==> src/rtl/stream_share_rr.sv <==
// Round-robin sharing of one valid/ready stream unit among N requesters, with an
// in-order tag FIFO that routes each unit result back to its issuer.
// Optional burst lock (hold grant up to MAX_BURST beats): define STREAM_SHARE_LOCK_EN.
module stream_share_rr #(
  parameter int N         = 4,
  parameter int W         = 8,
  parameter int DEPTH     = 8,
  parameter int MAX_BURST = 4
) (
  input  logic                       clk,
  input  logic                       nrst,
  input  logic [N*W-1:0]             req_data,
  input  logic [N-1:0]               req_valid,
  output logic [N-1:0]               req_ready,
  output logic [W-1:0]               u_in,
  output logic                       u_in_valid,
  input  logic                       u_in_ready,
  input  logic [W-1:0]               u_out,
  input  logic                       u_out_valid,
  output logic                       u_out_ready,
  output logic [N*W-1:0]             rsp_data,
  output logic [N-1:0]               rsp_valid,
  input  logic [N-1:0]               rsp_ready,
  output logic [$clog2(DEPTH+1)-1:0] pending
);

  localparam int IW = $clog2(N);
  localparam int AW = $clog2(DEPTH);
  localparam int PW = $clog2(DEPTH+1);

  if (N < 2 || N > 8 || DEPTH < 2 || (DEPTH & (DEPTH - 1)) != 0 || MAX_BURST < 1) begin : g_bad_param
    $error("stream_share_rr: unsupported parameter set");
  end

  function automatic logic [IW-1:0] nxt(input logic [IW-1:0] i);
    return (int'(i) == N - 1) ? '0 : i + 1'b1;
  endfunction

  logic [IW-1:0] ptr;
  logic [IW-1:0] base;
  logic [IW-1:0] cand;
  logic [IW-1:0] grant;
  logic          grant_vld;

  logic [IW-1:0] tag_mem [DEPTH];
  logic [AW-1:0] wr_ptr;
  logic [AW-1:0] rd_ptr;
  logic [PW-1:0] count;
  logic [IW-1:0] head;
  logic          full;
  logic          empty;
  logic          issue_ok;
  logic          push;
  logic          pop;

`ifdef STREAM_SHARE_LOCK_EN
  localparam int BW = $clog2(MAX_BURST+1);

  logic [BW-1:0] burst_cnt;
  logic [BW-1:0] cnt_next;
  logic [IW-1:0] lock_g;
  logic          locked;

  assign locked   = (burst_cnt != '0) && req_valid[lock_g];
  assign cnt_next = locked ? burst_cnt + 1'b1 : BW'(1);
  // While a burst is open the search resumes just past the holder once it lets go.
  assign base     = (burst_cnt != '0) ? nxt(lock_g) : ptr;
`else
  assign base     = ptr;
`endif

  always_comb begin
    grant     = '0;
    grant_vld = 1'b0;
    cand      = '0;
    for (int k = 0; k < N; k++) begin
      cand = IW'((int'(base) + k) % N);
      if (!grant_vld && req_valid[cand]) begin
        grant     = cand;
        grant_vld = 1'b1;
      end
    end
`ifdef STREAM_SHARE_LOCK_EN
    if (locked) begin
      grant     = lock_g;
      grant_vld = 1'b1;
    end
`endif
  end

  assign full  = (count == PW'(DEPTH));
  assign empty = (count == '0);
  assign head  = tag_mem[rd_ptr];

  // Full blocks issue even when a pop lands in the same cycle; reset masks issue.
  assign issue_ok   = nrst && !full;
  assign u_in       = req_data[int'(grant)*W +: W];
  assign u_in_valid = issue_ok && (|req_valid);
  assign push       = u_in_valid && u_in_ready;

  always_comb begin
    req_ready = '0;
    if (grant_vld && u_in_ready && issue_ok) req_ready[grant] = 1'b1;
  end

  assign u_out_ready = !empty && rsp_ready[head];
  assign pop         = u_out_valid && u_out_ready;
  assign rsp_data    = {N{u_out}};
  assign pending     = count;

  always_comb begin
    rsp_valid = '0;
    if (u_out_valid && !empty) rsp_valid[head] = 1'b1;
  end

  always_ff @(posedge clk) begin
    if (push) tag_mem[wr_ptr] <= grant;
  end

  always_ff @(posedge clk or negedge nrst) begin
    if (!nrst) begin
      wr_ptr <= '0;
      rd_ptr <= '0;
      count  <= '0;
    end else begin
      if (push) wr_ptr <= wr_ptr + 1'b1;
      if (pop)  rd_ptr <= rd_ptr + 1'b1;
      case ({push, pop})
        2'b10:   count <= count + 1'b1;
        2'b01:   count <= count - 1'b1;
        default: count <= count;
      endcase
    end
  end

`ifdef STREAM_SHARE_LOCK_EN
  always_ff @(posedge clk or negedge nrst) begin
    if (!nrst) begin
      ptr       <= '0;
      burst_cnt <= '0;
      lock_g    <= '0;
    end else if (push) begin
      if (int'(cnt_next) >= MAX_BURST) begin
        ptr       <= nxt(grant);
        burst_cnt <= '0;
      end else begin
        burst_cnt <= cnt_next;
        lock_g    <= grant;
      end
    end else if (burst_cnt != '0 && !req_valid[lock_g]) begin
      ptr       <= nxt(lock_g);
      burst_cnt <= '0;
    end
  end
`else
  always_ff @(posedge clk or negedge nrst) begin
    if (!nrst) begin
      ptr <= '0;
    end else if (push) begin
      ptr <= nxt(grant);
    end
  end
`endif

endmodule
==> config.mk <==
export PLATFORM = sky130hd
export DESIGN_NAME = stream_share_rr
export DESIGN_NICKNAME = d
export VERILOG_FILES = /design/src/rtl/stream_share_rr.sv
export SDC_FILE = /design/constraint.sdc
export NUM_CORES = 1
export LEC_CHECK = 0
export CELL_PAD_IN_SITES_DETAIL_PLACEMENT = 1
export CELL_PAD_IN_SITES_GLOBAL_PLACEMENT = 1
export CORE_MARGIN = 1.5
export CORE_UTILIZATION = 30
export CTS_BUF_LIST = sky130_fd_sc_hd__clkbuf_2 sky130_fd_sc_hd__clkbuf_4 sky130_fd_sc_hd__clkbuf_8
export DETAILED_ROUTE_END_ITERATION = 10
export GPL_ROUTABILITY_DRIVEN = 0
export HOLD_SLACK_MARGIN = 0.15
export PLACE_DENSITY_LB_ADDON = 0.1
export SKIP_LAST_GASP = 1
export SLEW_MARGIN = 15
export SYNTH_ARGS = -nofsm -noshare
export SYNTH_HDL_FRONTEND = slang
export SYNTH_SLANG_ARGS = --single-unit
==> constraint.sdc <==
create_clock -name clk -period 4.1 [get_ports clk]
set_input_delay 1.025 -clock clk [delete_from_list [all_inputs] [get_ports clk]]
set_output_delay 1.025 -clock clk [all_outputs]
set_load 0.005 [all_outputs]
* Word-level counts from Yosys, hierarchy flattened *
Memory sizes are Yosys's and may differ from the RTL's.
Cells that the tools add are included.

cells by class
  add/sub/neg operators = 8
  multiplexer cells = 28
  equal/unequal tests = 4
  reductions and logical operators = 21
  shifts and indexed selects = 1
  $lt $le $gt $ge = 8

operators by type and width
  cell                                                                number
  indexed part select 32 x 6 -> 8 bit                                 1
  < comparator 2 x 3 -> 1 bit (second input constant)                 6
  logical AND 1 bit                                                   13
  2-to-1 mux 1 bit                                                    13
  binary-select mux 1 bit (select 2 bit)                              5
  2-to-1 mux 2 bit                                                    5
  2-to-1 mux 4 bit                                                    2
  case mux 4 bit (2 select lines)                                     1
  adder 3 x 1 -> 3 bit (second input constant)                        2
  logical NOT 1 bit                                                   5
  adder 2 x 1 -> 2 bit (second input constant)                        2
  adder 2 bit (second input constant)                                 2
  adder 4 x 1 -> 4 bit (second input constant)                        1
  demux 1 bit (select 2 bit)                                          2
  == test 2 x 1 -> 1 bit (second input constant)                      2
  == test 4 bit (second input constant)                               1
  greater-or-equal comparator 2 x 1 -> 1 bit (second input constant)  2
  logical NOT 4 bit                                                   1
  OR reduction 4 bit                                                  1
  subtractor 4 x 1 -> 4 bit (second input constant)                   1
  == test 2 bit (second input constant)                               1
  nonzero test 2 bit                                                  1

word-level totals
  memories kept = 1
  RAM bits = 16
  word-level logic and storage cells = 75
  output and inout port bits = 54
  input bits = 52
  register bits after elaboration = 12

memories
  memory   words  bits a word  rd ports  clocked after memory_dff  write ports  RTL line  text
  tag_mem  8      2            1         0                         1            45        logic [IW-1:0] tag_mem [DEPTH];

* Depth between registers and ports, before layout *
Gate-level depths: netlist of the first run.

  word-level depth = 17
  mapped depth = 13
  mapped depth without buffers = 12

* Worst setup path before layout of the first run *
No wires, ideal clock.

  path type = in2out
  start point = in req_valid[0]
  end point = out req_ready[3]
  setup slack = 0.526 ns
  arrival time = 2.549 ns
  required time = 3.075 ns
  cell stages on the path = 8
  path buffers = 2
  path through = a21oi_1 -> o21a_1 -> o22ai_1 -> buf_1 -> buf_2 -> inv_2 -> ha_1 -> and3_1

on the way
  longest elaborated chain between the ends = 17
  elaborated cells on any way between the ends = 30
  those cells by class = order compare: 2; mux: 19; reduce/logical: 9

ends and longest elaborated chain
  what                                                                                                             RTL line  text
  start, declared                                                                                                  13        input logic [N-1:0] req_valid,
  binary-select mux 1 bit (select 2 bit)                                                                           78        if (!grant_vld && req_valid[cand]) begin
  2-to-1 mux 1 bit (not written as such)                                                                           78
  2-to-1 mux 1 bit                                                                                                 78
  logical NOT 1 bit                                                                                                78
  logical AND 1 bit                                                                                                78
  2-to-1 mux 1 bit                                                                                                 78
  logical NOT 1 bit                                                                                                78
  logical AND 1 bit                                                                                                78
  [... 2 more ...]                                                                                                 -
  logical AND 1 bit                                                                                                78
  2-to-1 mux 2 bit (*)                                                                                             78
  net grant[1]                                                                                                     42        logic [IW-1:0] grant;
  < comparator 2 x 3 -> 1 bit (not written as such) or greater-or-equal comparator 2 x 1 -> 1 bit (tied branches)  103       if (grant_vld && u_in_ready && issue_ok) req_ready[grant] = 1'b1;
  logical AND 1 bit (not written as such)                                                                          103
  2-to-1 mux 1 bit (not written as such)                                                                           103
  demux 1 bit (select 2 bit) (*)                                                                                   103
  2-to-1 mux 4 bit (*)                                                                                             103
  end, declared                                                                                                    14        output logic [N-1:0] req_ready,

Mark *: on every way through the listed nets, which the timed path passes. The rest lies on a longest branch. The select of a mux whose other input is x is not followed.

* Worst setup path in the final report of the first run *
  start point = in req_valid[3]
  end point = out u_in[4]

on the way
  longest elaborated chain between the ends = 13
  elaborated cells on any way between the ends = 22
  those cells by class = shift: 1; mux: 15; reduce/logical: 6

ends and longest elaborated chain
  what                                     RTL line  text
  binary-select mux 1 bit (select 2 bit)   78
  2-to-1 mux 1 bit (not written as such)   78
  2-to-1 mux 1 bit                         78
  logical NOT 1 bit                        78
  logical AND 1 bit                        78
  2-to-1 mux 1 bit                         78
  logical NOT 1 bit                        78
  logical AND 1 bit                        78
  2-to-1 mux 1 bit                         78
  logical NOT 1 bit                        78
  logical AND 1 bit                        78
  2-to-1 mux 2 bit (*)                     78
  net grant[0]                             42
  indexed part select 32 x 6 -> 8 bit (*)  97        assign u_in = req_data[int'(grant)*W +: W];
  end, declared                            15        output logic [W-1:0] u_in,

Marked as above.

==> results of run 1 <==
worst max-delay path, cell delays in order:
cell	delay (ns)
clkdlybuf4s50_1	0.57
a21oi_1	0.06
a211o_1	0.26
inv_2	0.12
buf_12	0.14
mux2i_1	0.19
clkdlybuf4s50_1	0.53
cell usage in the layout, fill, tap and decap left out, types with 4 or more instances in the layout:
cell type / n
a21oi_1: 5
and3_1: 5
buf_4: 5
clkdlybuf4s50_1: 63
dfrtp_1: 12
edfxtp_1: 16
ha_1: 9
inv_1: 4
inv_2: 4
mux2i_1: 25
nand2_1: 14
nor2_1: 4
xnor2_1: 6
final cells by class:
type	instances	area (µm²)
Timing Repair Buffer	73	758
Fill cell	690	3730
Clock buffer	4	48.8
Sequential cell	28	781
Inverter	8	30.0
Tap cell	77	96.3
Multi-Input combinational cell	106	937
power breakdown:
part           internal, mW  switching, mW
sequential            0.389          0.116
combinational         0.528          0.344
clock                0.0763         0.0809
worst paths after layout:
path | start | to | slack (ns)
worst min-delay path | rd_ptr[2]$_DFFE_PN0P_ | rd_ptr[2]$_DFFE_PN0P_ | 0.55
worst max register to register | rd_ptr[0]$_DFFE_PN0P_ | pending[3]$_DFFE_PN0P_ | 0.66
max in group asynchronous | nrst | rd_ptr[0]$_DFFE_PN0P_ | 2.82
worst max-delay path | req_valid[3] | u_in[4] | 0.16
min in group asynchronous | nrst | base[1]$_DFFE_PN0P_ | 1.13
worst min register to register | rd_ptr[2]$_DFFE_PN0P_ | rd_ptr[2]$_DFFE_PN0P_ | 0.55
per-layer routing:
metal | part of all wire (%) | global-route usage (%) | vias up
met5 | 0 | 0 | -
met4 | 1.4 | 3.81 | 0
met3 | 7.1 | 3.34 | 7
met2 | 51 | 22.8 | 72
met1 | 41 | 14.9 | 664
li1 | - | - | 677
flip-flops by register name, summed over array words and instances (netlist names):
name     count
tag_mem     16
pending      4
rd_ptr       3
wr_ptr       3
base         2
stage by stage:
stage / power, mW / cells / hold WS [ns] / worst slack, ns / TNS [ns]
final: 1.53 / 296 / 0.547 / 0.163 / 0
after global routing: 1.67 / 296 / 0.578 / 0.0382 / 0
after CTS: 1.56 / 296 / 0.558 / 0.156 / 0
after detailed placement: 1.36 / 291 / 0.542 / -0.00238 / -0.00238
after global placement: 1.34 / 291 / 0.534 / 0.0440 / 0
after floorplan: 1.01 / 179 / 0.481 / 0.526 / 0
kinds of logic (layout without fill, tap and decap cells):
| kind of cell | count (synthesis) | in the layout |
|---|---|---|
| buffers and inverters | 45 | 85 |
| AND/OR/NAND/NOR | 40 | 40 |
| multiplexers | 35 | 35 |
| flip-flops | 28 | 28 |
| AO/OA/AOI/OAI | 13 | 13 |
| adder cells (fa/ha/maj) | 10 | 10 |
| XOR/XNOR | 8 | 8 |
==> impl_metrics.tcl, run 1 <==
set metrics [dict create \
    antenna_left 0 \
    drive_gt1_share_pct 11.0 \
    tightest_slew_ns 0.488 \
    timing.fmax_mhz 254 \
    synth_compound_gate_area_share_pct 4.00 \
    cap_violations 0 \
    rows 29 \
    grt_max_degree 16 \
    synthArstFlopShare_pct 42.9 \
    totalWireLength_mm 4.28 \
    synth_common_cells "32 x buf_4, 25 x mux2i_1, 16 x edfxtp_1, 14 x nand2_1, 12 x dfrtp_1" \
    cts_root_buf "clkbuf_8" \
    synth_nets 241 \
    synth_cell_types 38 \
    synthCells 179 \
    coreArea_um2 6390 \
    end_kind "primary output" \
    syn-cell-area_um2 2000 \
    synth_top_cell_by_area "edfxtp_1" \
    nets 282 \
    via_per_inst 4.80 \
    drv_slew 0 \
    fin_crit_sh_pct 96.0 \
    antenna_cells 0 \
    fin_crit_ns 3.94 \
    num_vias 1420 \
    cts_max_path_buffers 2 \
    status "complete, no violations" \
    cts_resized 3 \
    worstPathMaxFanout 8 \
    p_per_area_nw_per_um2 579 \
    r2r_cells 12 \
    cts.sinks 28 \
    yosysWarnings 0 \
    hold_class "reg -> reg" \
    routedWlPerCell_um 14.4 \
    synth_xor_area_share_pct 3.50 \
    holdBufCountCts 0 \
    netlist_top_cells_area "edfxtp_1 24%, dfrtp_1 15%, mux2i_1 13%, buf_4 12%, ha_1 5.6%" \
    initial_core_util_pct 31.3 \
    groute.usage.overall_pct 12.7 \
    yosysMostFrequentCell "buf_4" \
    htreeDepth 1 \
    yosys.area_share.simple_pct 10.7 \
    synth_top_family_by_area "multiplexers" \
    hold_violations 0 \
    syn_to_final_growth_pct 32.4 \
    clk_latency_ns 0.27 \
    hpwl_mm 3.44 \
    placed_cell_area_um2 2560 \
    min_path_cells 1 \
    clk_pin_slew_ns 0.09 \
    grt_first_pass_wirelength_mm 7.52 \
    num_io_pins 106 \
    grt_antenna_before_repair 0 \
    rsz0062_at_grt "no" \
    synthAdderAreaFrac_pct 6.63 \
    power_leakage_nw 1.12 \
    final_area_um2 2650 \
    yosysTopAreaCellShare_pct 24.0 \
    final_util_pct 41.5 \
    cts_tree "built" \
    drc 0 \
    crit_type "in -> out" \
    die_h_um 84.7 \
    ys_seq_area_share_pct 39.0 \
    dieArea_um2 7170 \
    crit_arrival_ns 2.91 \
    dieWidth_um 84.7 \
    grt_overflow_total 0 \
    dr.pass1.iters 4 \
    cp-start-kind "primary input" \
    port_buffers 65 \
    grt_pass1_vias 1571 \
    synthMuxAreaShare_pct 21.3 \
    synth_edf_count 16 \
    synthFlopType "edfxtp_1" \
    finClkSkew_ns 0.00441 \
    setup-violations-final 0 \
    required_ns 3.07 \
    ir_drop_mv 0.340 \
    ys_seq_elements 28 \
    postCtsSetupRepairBufs 0 \
    cts_made_buffers 3 \
    syn_avg_cell_area_um2 11.2 \
    first_iter_violations 66 \
    slew_headroom_pct 67.0 \
]
Power figures use the tool's default switching activity.
==> inputs of run 2 (changes only) <==
- ABC_CLOCK_PERIOD_IN_PS: default -> 4100
- CORE_MARGIN: 1.5 -> 2
- SKIP_LAST_GASP: 1 -> default
==> run 2 against run 1 <==
  * Power decreased by 1.0%
  * Clock power decreased by 7%
  * Cell count unchanged
  * Utilization decreased by 0.059 points
  * Global-route usage decreased by 0.46 points
  * Routed wire length increased by 4.9%
  * Critical path type unchanged
  * Largest cell class unchanged
==> impl_metrics.tcl, run 2 (same netlist as run 1, synthesis figures left out) <==
set metrics [dict create \
    grt_first_pass_wirelength_mm 7.22 \
    crit_type "in -> out" \
    internal_power_mw 0.976 \
    antenna_left 0 \
    status "complete, no violations" \
    fill_cells 698 \
    fin_crit_ns 4.00 \
    totalWireLength_mm 4.49 \
    grt_antenna_before_repair 0 \
    rows 29 \
    timing.fmax_mhz 250 \
    cp.buffers_inverters 4 \
    critical-path-slowest-cell "clkdlybuf4s50_1" \
    grt_overflow_total 0 \
    routedWlPerCell_um 15.2 \
    p_per_area_nw_per_um2 574 \
    crit_arrival_ns 2.97 \
    num_vias 1421 \
    path_cells "clkdlybuf4s50_1, a21oi_1, a211o_1, inv_2, buf_12, mux2i_1, clkdlybuf4s50_1" \
    port_buffers 65 \
    power_leakage_nw 1.13 \
    cpPeakStageDelay_ns 0.55 \
    regMostFlops "tag_mem" \
    finalWorstSetupSlack_ns 0.103 \
    initial_core_util_pct 31.3 \
    die_h_um 85.7 \
    power_frac_seq_pct 33.1 \
    fin_crit_sh_pct 97.5 \
    drive_gt1_share_pct 10.5 \
    finClkSkew_ns 0.00309 \
    dieWidth_um 85.7 \
    groute.usage.overall_pct 12.3 \
    rsz0062_at_grt "no" \
    p_sw_mw 0.543 \
    clk_latency_ns 0.27 \
    grt_max_degree 17 \
    hold_class "reg -> reg" \
    htreeDepth 1 \
    drv_slew 0 \
    via_per_inst 4.80 \
    first_iter_violations 89 \
    clk_pin_slew_ns 0.09 \
    nets 282 \
    dieArea_um2 7340 \
    setup-violations-final 0 \
    coreArea_um2 6390 \
    cts_tree "built" \
    whs_ns 0.536 \
    end_kind "primary output" \
    cp_top_family "buffers and inverters" \
    pre_cts_ws_ns -0.0280 \
    final_cell_mix "63 x clkdlybuf4s50_1, 25 x mux2i_1, 16 x edfxtp_1" \
    cts_root_buf "clkbuf_8" \
    tightest_slew_ns 0.560 \
    cp-start-kind "primary input" \
    pwr-share-comb_pct 57.2 \
    ir_drop_mv 0.335 \
    dr.pass1.iters 3 \
    largest_reg_flops 16 \
    p_sw_share_pct 35.8 \
    num_io_pins 106 \
    cap_violations 0 \
    hpwl_mm 3.64 \
    required_ns 3.07 \
    antenna_cells 0 \
    worstPathMaxFanout 8 \
    final_common_cell "clkdlybuf4s50_1" \
    cts_made_buffers 3 \
    slew_headroom_pct 62.3 \
    crit_top_cell "clkdlybuf4s50_1" \
    syn_to_final_growth_pct 32.3 \
    cts_max_path_buffers 2 \
    cts.sinks 28 \
    pwr-share-clk_pct 9.6 \
    hold_violations 0 \
    drc 0 \
    grt_pass1_vias 1605 \
]
run 2: stage by stage:
stage	TNS, ns	total power [mW]	utilization [%]	cell area [µm²]	std cells
5_1_grt	0	1.65	41.5	2650	296
6_report	0	1.52	41.5	2650	296
2_1_floorplan	0	1.01	-	2000	179
3_5_place_dp	-0.115	1.36	40.0	2560	290
4_1_cts	0	1.53	41.0	2620	295
3_3_place_gp	0	1.33	40.0	2560	290
run 2: power by group through the flow:
stage	clock, mW	sequential, mW	combinational, mW
floorplan	0	0.463	0.551
global placement	0	0.506	0.823
detailed placement	0	0.510	0.852
CTS	0.153	0.505	0.868
global route	0.165	0.521	0.959
finish	0.146	0.503	0.869
run 2: layout make-up:
class / count / area, µm² / area share, %
sequential: 28 / 781 / 29.5
clock buffer: 3 / 41.3 / 1.56
tap: 77 / 96.3 / 3.64
multi-input combinational: 106 / 937 / 35.4
inverter: 8 / 30.0 / 1.13
timing repair buffer: 73 / 758 / 28.6
clock inverter: 1 / 3.75 / 0.142
run 2: timing repair:
| action | 4_1_cts | 5_1_grt |
|---|---|---|
| setup endpoints to repair | 8 | 9 |
| pin swaps | 1 | 1 |
| hold buffers | 0 | 0 |
| gates cloned | 0 | 1 |
| resized for setup | 1 | 2 |
| buffers inserted | 1 | 0 |
run 2: per-layer routing:
metal	part of all wire (%)	vias up	global-route usage, %
li1	-	681	-
met2	52	64	23.5
met3	7.3	9	2.89
met5	0	-	0
met4	1.7	0	4.62
met1	39	667	12.9
run 2: path summary, 6_finish.rpt:
check | cells past startpoint | slack [ns] | start | end
setup / recovery | 7 | 0.10 | req_valid[3] | u_in[6]
hold / removal | 1 | 0.54 | pending[3]$_DFFE_PN0P_ | pending[3]$_DFFE_PN0P_
setup reg to reg | 12 | 0.63 | rd_ptr[0]$_DFFE_PN0P_ | pending[3]$_DFFE_PN0P_
hold reg to reg | 1 | 0.54 | pending[3]$_DFFE_PN0P_ | pending[3]$_DFFE_PN0P_
max in group asynchronous | 2 | 2.83 | nrst | wr_ptr[0]$_DFFE_PN0P_
min in group asynchronous | 2 | 1.12 | nrst | wr_ptr[1]$_DFFE_PN0P_
run 2: worst reg2reg max path: stages (launching register included):
cell	delay (ns)
dfrtp_1	0.59
mux2_1	0.38
mux4_2	0.51
mux4_2	0.51
nand2_4	0.12
inv_2	0.03
ha_1	0.21
ha_1	0.29
a21o_1	0.18
a21oi_1	0.18
xnor2_1	0.14
nor2_1	0.08
xor2_1	0.14
==> inputs of run 3 (changes only) <==
- SKIP_LAST_GASP: default -> 1
==> results of run 3 <==
The final DEF is identical to that of run 2; final timing and power are the same.
==> RTL edit 1: new RTL, flow settings as in run 3 <==
Add a define of `STREAM_SHARE_LOCK_EN`.
--- a/src/rtl/stream_share_rr.sv
+++ b/src/rtl/stream_share_rr.sv
@@ -1,6 +1,8 @@
 // Round-robin sharing of one valid/ready stream unit among N requesters, with an
 // in-order tag FIFO that routes each unit result back to its issuer.
 // Optional burst lock (hold grant up to MAX_BURST beats): define STREAM_SHARE_LOCK_EN.
+`define STREAM_SHARE_LOCK_EN
+
 module stream_share_rr #(
   parameter int N         = 4,
   parameter int W         = 8,
Behaviour: not the same (a bounded check fails within 4 cycles, from zero or initial values and one cycle with nrst low).
==> RTL edit 1 against run 3 <==
- cell area rose by 28%
- first-iteration DRC count down 27%
- wire length grew 43%
- setup slack got worse by 0.023 ns
- synthesized area increased by 23%
- utilization rose by 0.33 points
- fmax decreased by 0.56%
- via count grew 35%
- sequential cell count rose by 5
Power is not compared: it rests on default switching activity, and its combinational part moved more than twofold at a synthesized area within 25%.
==> RTL edit 1: results (changes against run 3) <==
outcome=finished clean; PortBufs=65 (unchanged); crit path max fanout=4 (-4); Synth top area share=0.1955 (-0.04448); top cells by count, synth=buf_4, nand2_1, dfrtp_1; Skew-Pair Late Insertion Delay=0.28 ns; Critical R2R Launch=rd_ptr[1]; Avg WL per Cell=16.02 µm (+5.7%); critical path's largest stage delay=0.50 ns (-0.05 ns); number of synthesized flops with an enable pin=16 (unchanged); clock transition at the registers of the reported paths=0.07 ns (-0.02 ns); dpl cells=384 (+32%); P_leak=1.407 nW; vias in the first global route=2109 (+31%); CTS buffer count=5 (+2); final setup skew=0.002203 ns (-0.0008874 ns); fill cell count=937 (+34%); H-tree Lvls=2 (+1); critical path arrival=3.00 ns (+0.03 ns); max reg flops=16 (unchanged); Hold Crit Class=reg -> reg; largest net degree at the start of global routing=18 (+1); Clock Path Buffers=2 (unchanged); initial antenna violation count=0 (unchanged); Ant. Diodes=0 (unchanged); total track usage=0.1552 (+0.03252); Ys Warns=0 (unchanged); share of cells above drive strength 1=0.2963 (+0.1913); via count=1914 (+35%); syn_nets=293 (+22%); root buf cell=clkbuf_8; worst-margin pin slew=0.5383 ns (-0.02173 ns); Largest Register=tag_mem; Async S/R FF share, synth=0.5152 (+0.08658); critical path launch point=req_valid[1]; post-synthesis sequential area ratio=0.3686 (-0.02136); crit path max-delay cell type=mux4_2; DPL Wire Length=4956 µm (+36%); Post-Synthesis Cells=228 (+27%); Peak VDD IR=0.0003111 V; violation count after the first detailed-route iteration=65 (-27%); first-pass GRT wire length=10640 µm (+47%); router iterations before antenna repair=4 (+1); min-delay src=pending[3]; fin cells=402 (+36%); Synth cell types=50 (+32%); dominant cells by area after synthesis=edfxtp_1, dfrtp_1, mux4_2, buf_4, ha_1; top_reg_cell synth=dfrtp_1; fin nets=361 (+28%)
==> RTL edit 1: cells by family (layout without fill, tap and decap cells) <==
| logic type | Yosys count | after routing | share of synthesized area |
|---|---|---|---|
| simple gates | 74 | 75 | 0.1670 |
| buf+inv | 53 | 121 | 0.1395 |
| flops | 33 | 33 | 0.3686 |
| mux | 25 | 25 | 0.1665 |
| compound gates | 21 | 21 | 0.05702 |
| fa+ha+maj | 13 | 13 | 0.06925 |
| xor+xnor | 9 | 9 | 0.03208 |
==> RTL edit 1: timing repair <==
item                                   in CTS  in global routing
setup buffers                               8                  1
setup endpoints to repair                  12                 10
endpoints found under the hold margin       0                  0
resized for setup                          58                  6
pin swaps                                   4                  0
gates cloned                                1                  0
==> RTL edit 1: per-stage QoR <==
stage               setup slack (ns)  area, µm²
floorplan                     0.3517       2457
global placement             -0.4795       3149
detailed placement           -0.5617       3149
CTS                          0.05762       3359
global route               0.0008678       3382
finish                       0.07989       3382
==> RTL edit 1: path summary, 6_finish.rpt <==
path / to / slack (ns) / depth (start not counted)
max in group asynchronous: rd_ptr[1] / 2.77 / 2
worst min-delay path: pending[3] / 0.54 / 1
worst min register to register: pending[3] / 0.54 / 1
min in group asynchronous: ptr[1] / 1.11 / 2
worst max-delay path: u_in[3] / 0.08 / 9
worst max register to register: pending[3] / 0.70 / 13
==> RTL edit 1: final cells by class <==
type	count	share of cell area
clock buffers	7	0.02664
clock inverters	1	0.008879
inverters	11	0.01258
multi-input cells	143	0.3774
flip-flops and latches	33	0.2679
well taps	105	0.03885
repair buffers	102	0.2679
==> RTL edit 1: critical path, delay by kind of cell <==
family                 cells  cell delay, ns
multiplexers               2            0.77
AO/OA/AOI/OAI              2            0.35
AND/OR/NAND/NOR            2            0.34
buffers and inverters      3            0.49
==> RTL edit 1: where the power goes <==
| part | internal, mW | switching, mW |
|---|---|---|
| sequential | 0.495 | 0.133 |
| clock | 0.205 | 0.119 |
| combinational | 1.04 | 0.762 |
==> RTL edit 1: layer usage <==
layer / global-route usage / wire length, µm
met1: 0.1981 / 2884
met2: 0.2536 / 2934
met3: 0.03751 / 449
met4: 0.06159 / 172
met5: 0 / 0
==> RTL edit 2: new RTL, flow settings as in run 3 <==
Without the edit above. Compare `count` against `PW'(DEPTH)` with >= in place of ==.
--- a/src/rtl/stream_share_rr.sv
+++ b/src/rtl/stream_share_rr.sv
@@ -88,7 +88,7 @@
 `endif
   end
 
-  assign full  = (count == PW'(DEPTH));
+  assign full  = (count >= PW'(DEPTH));
   assign empty = (count == '0);
   assign head  = tag_mem[rd_ptr];
 
Check against the original RTL: no difference found for any inputs over 4 cycles, from zero or initial values and one cycle with nrst low; that may be too few to reach the edited logic, so the function may still have changed.
==> RTL edit 2 against run 3 <==
- the flow now finishes with violations (DRC)
- power increased by 5.8%
- cell area increased by 3.7%
- wire length decreased by 2.3%
- die area increased by 0.29%
- fmax decreased by 1.5%
- count of clock-buffer cells in the layout unchanged
- global-route usage increased by 0.73 points
- setup slack got worse by 0.059 ns
- sequential cell count unchanged
- synthesized area increased by 0.31%
- largest power group unchanged
==> RTL edit 2: results (changes against run 3) <==
outcome=finished with violations; violated checks=DRC; router iterations before antenna repair=9 (+6); share of cells above drive strength 1=0.1390 (+0.03399); critical path arrival=3.03 ns (+0.06 ns); DPL Wire Length=3584 µm (-1.6%); top cells by count, synth=buf_4, mux2i_1, edfxtp_1; Skew-Pair Late Insertion Delay=0.27 ns (about the same); setup slack, reg-to-reg=0.70 ns (+0.07 ns); Rel. slew slack=0.6254 (+0.002236); Peak VDD IR=0.0001767 V (-47%); Ant. Diodes=0 (unchanged); Final Worst Setup Slack=0.04354 ns (-0.05904 ns); final setup skew=0.002252 ns (-0.0008379 ns); dominant cells by area after synthesis=edfxtp_1, dfrtp_1, mux2i_1, buf_4, ha_1; vias in the first global route=1660 (+3.4%); max reg flops=16 (unchanged); post-synthesis sequential area ratio=0.3888 (-0.001215); Residual DRC=2 (+2); fin nets=286 (+1.4%); via count=1412 (-0.63%); Largest Register=tag_mem; crit path max fanout=8 (unchanged); total track usage=0.1300 (+0.007314); Clock Path Buffers=2 (unchanged); Fin Hold WS=0.5457 ns (+0.009194 ns); P_leak=1.201 nW (+6.6%); Setup WS pre-CTS=-0.03114 ns (-0.003102 ns); violation count after the first detailed-route iteration=58 (-35%); Hold Crit Class=reg -> reg; first-pass GRT wire length=7645 µm (+5.9%); critical path's largest stage delay=0.52 ns (-0.03 ns); Post-Route WL=4386 µm (-2.3%); number of synthesized flops with an enable pin=16 (unchanged); largest net degree at the start of global routing=17 (unchanged); Pint=1.062 mW (+8.9%)
[RTL edit 2: layer usage]
metal	share of wire	vias up	global-route usage
met4	0.012	0	0.04329
met2	0.52	57	0.2450
met1	0.39	668	0.1389
met5	0	-	0
li1	-	681	-
met3	0.077	6	0.03561
[RTL edit 2: final cells by class]
type,instances,area [µm²]
flip-flops and latches,28,780.7
multi-input cells,104,948.4
well taps,77,96.34
clock inverters,1,30.03
repair buffers,77,810.8
fillers,684,3677
inverters,10,37.54
clock buffers,3,41.29
[RTL edit 2: through the flow]
stage,instance area [µm²],std cells
2_1_floorplan,2008,179
3_3_place_gp,2591,293
3_5_place_dp,2591,293
4_1_cts,2709,300
5_1_grt,2745,300
6_report,2745,300
[RTL edit 2: logic make-up after synthesis]
group	after synthesis	synth area share
AO/OA/AOI/OAI	11	0.03551
multiplexers	35	0.2143
buffers and inverters	47	0.1526
flip-flops	28	0.3888
XOR/XNOR	8	0.03489
adder cells (fa/ha/maj)	10	0.06605
AND/OR/NAND/NOR	40	0.1078
[RTL edit 2: path summary, 6_finish.rpt]
path	from	end	cells after the start
setup / recovery	req_valid[1]	u_in[1]	9
hold / removal	rd_ptr[2]	rd_ptr[2]	1
setup reg to reg	rd_ptr[0]	pending[3]	12
hold reg to reg	rd_ptr[2]	rd_ptr[2]	1
max in group asynchronous	nrst	wr_ptr[2]	2
min in group asynchronous	nrst	pending[1]	2
[RTL edit 2: worst reg2reg max path: stages (launching register included)]
cell     delay [ns]
dfrtp_1        0.59
mux2_1         0.36
mux4_2         0.50
mux4_2         0.51
nand2_4        0.12
inv_2          0.03
ha_1           0.20
ha_1           0.28
a21o_1         0.17
a21oi_1        0.17
xnor2_1        0.14
nor2_1         0.06
xor2_1         0.14
[RTL edit 2: power by group through the flow]
stage,registers (mW),clock network (mW),logic [mW]
after global routing,0.513,0.230,1.00
final,0.495,0.213,0.899
after global placement,0.498,0,0.853
after detailed placement,0.505,0,0.872
after floorplan,0.454,0,0.561
after CTS,0.499,0.221,0.923
[RTL edit 2: what timing repair did]
action / in CTS / in global routing
setup endpoints to repair: 6 / 11
gates resized for setup: 2 / 11
buffers inserted: 2 / 0
pin swaps: 1 / 1
gates cloned: 1 / 0
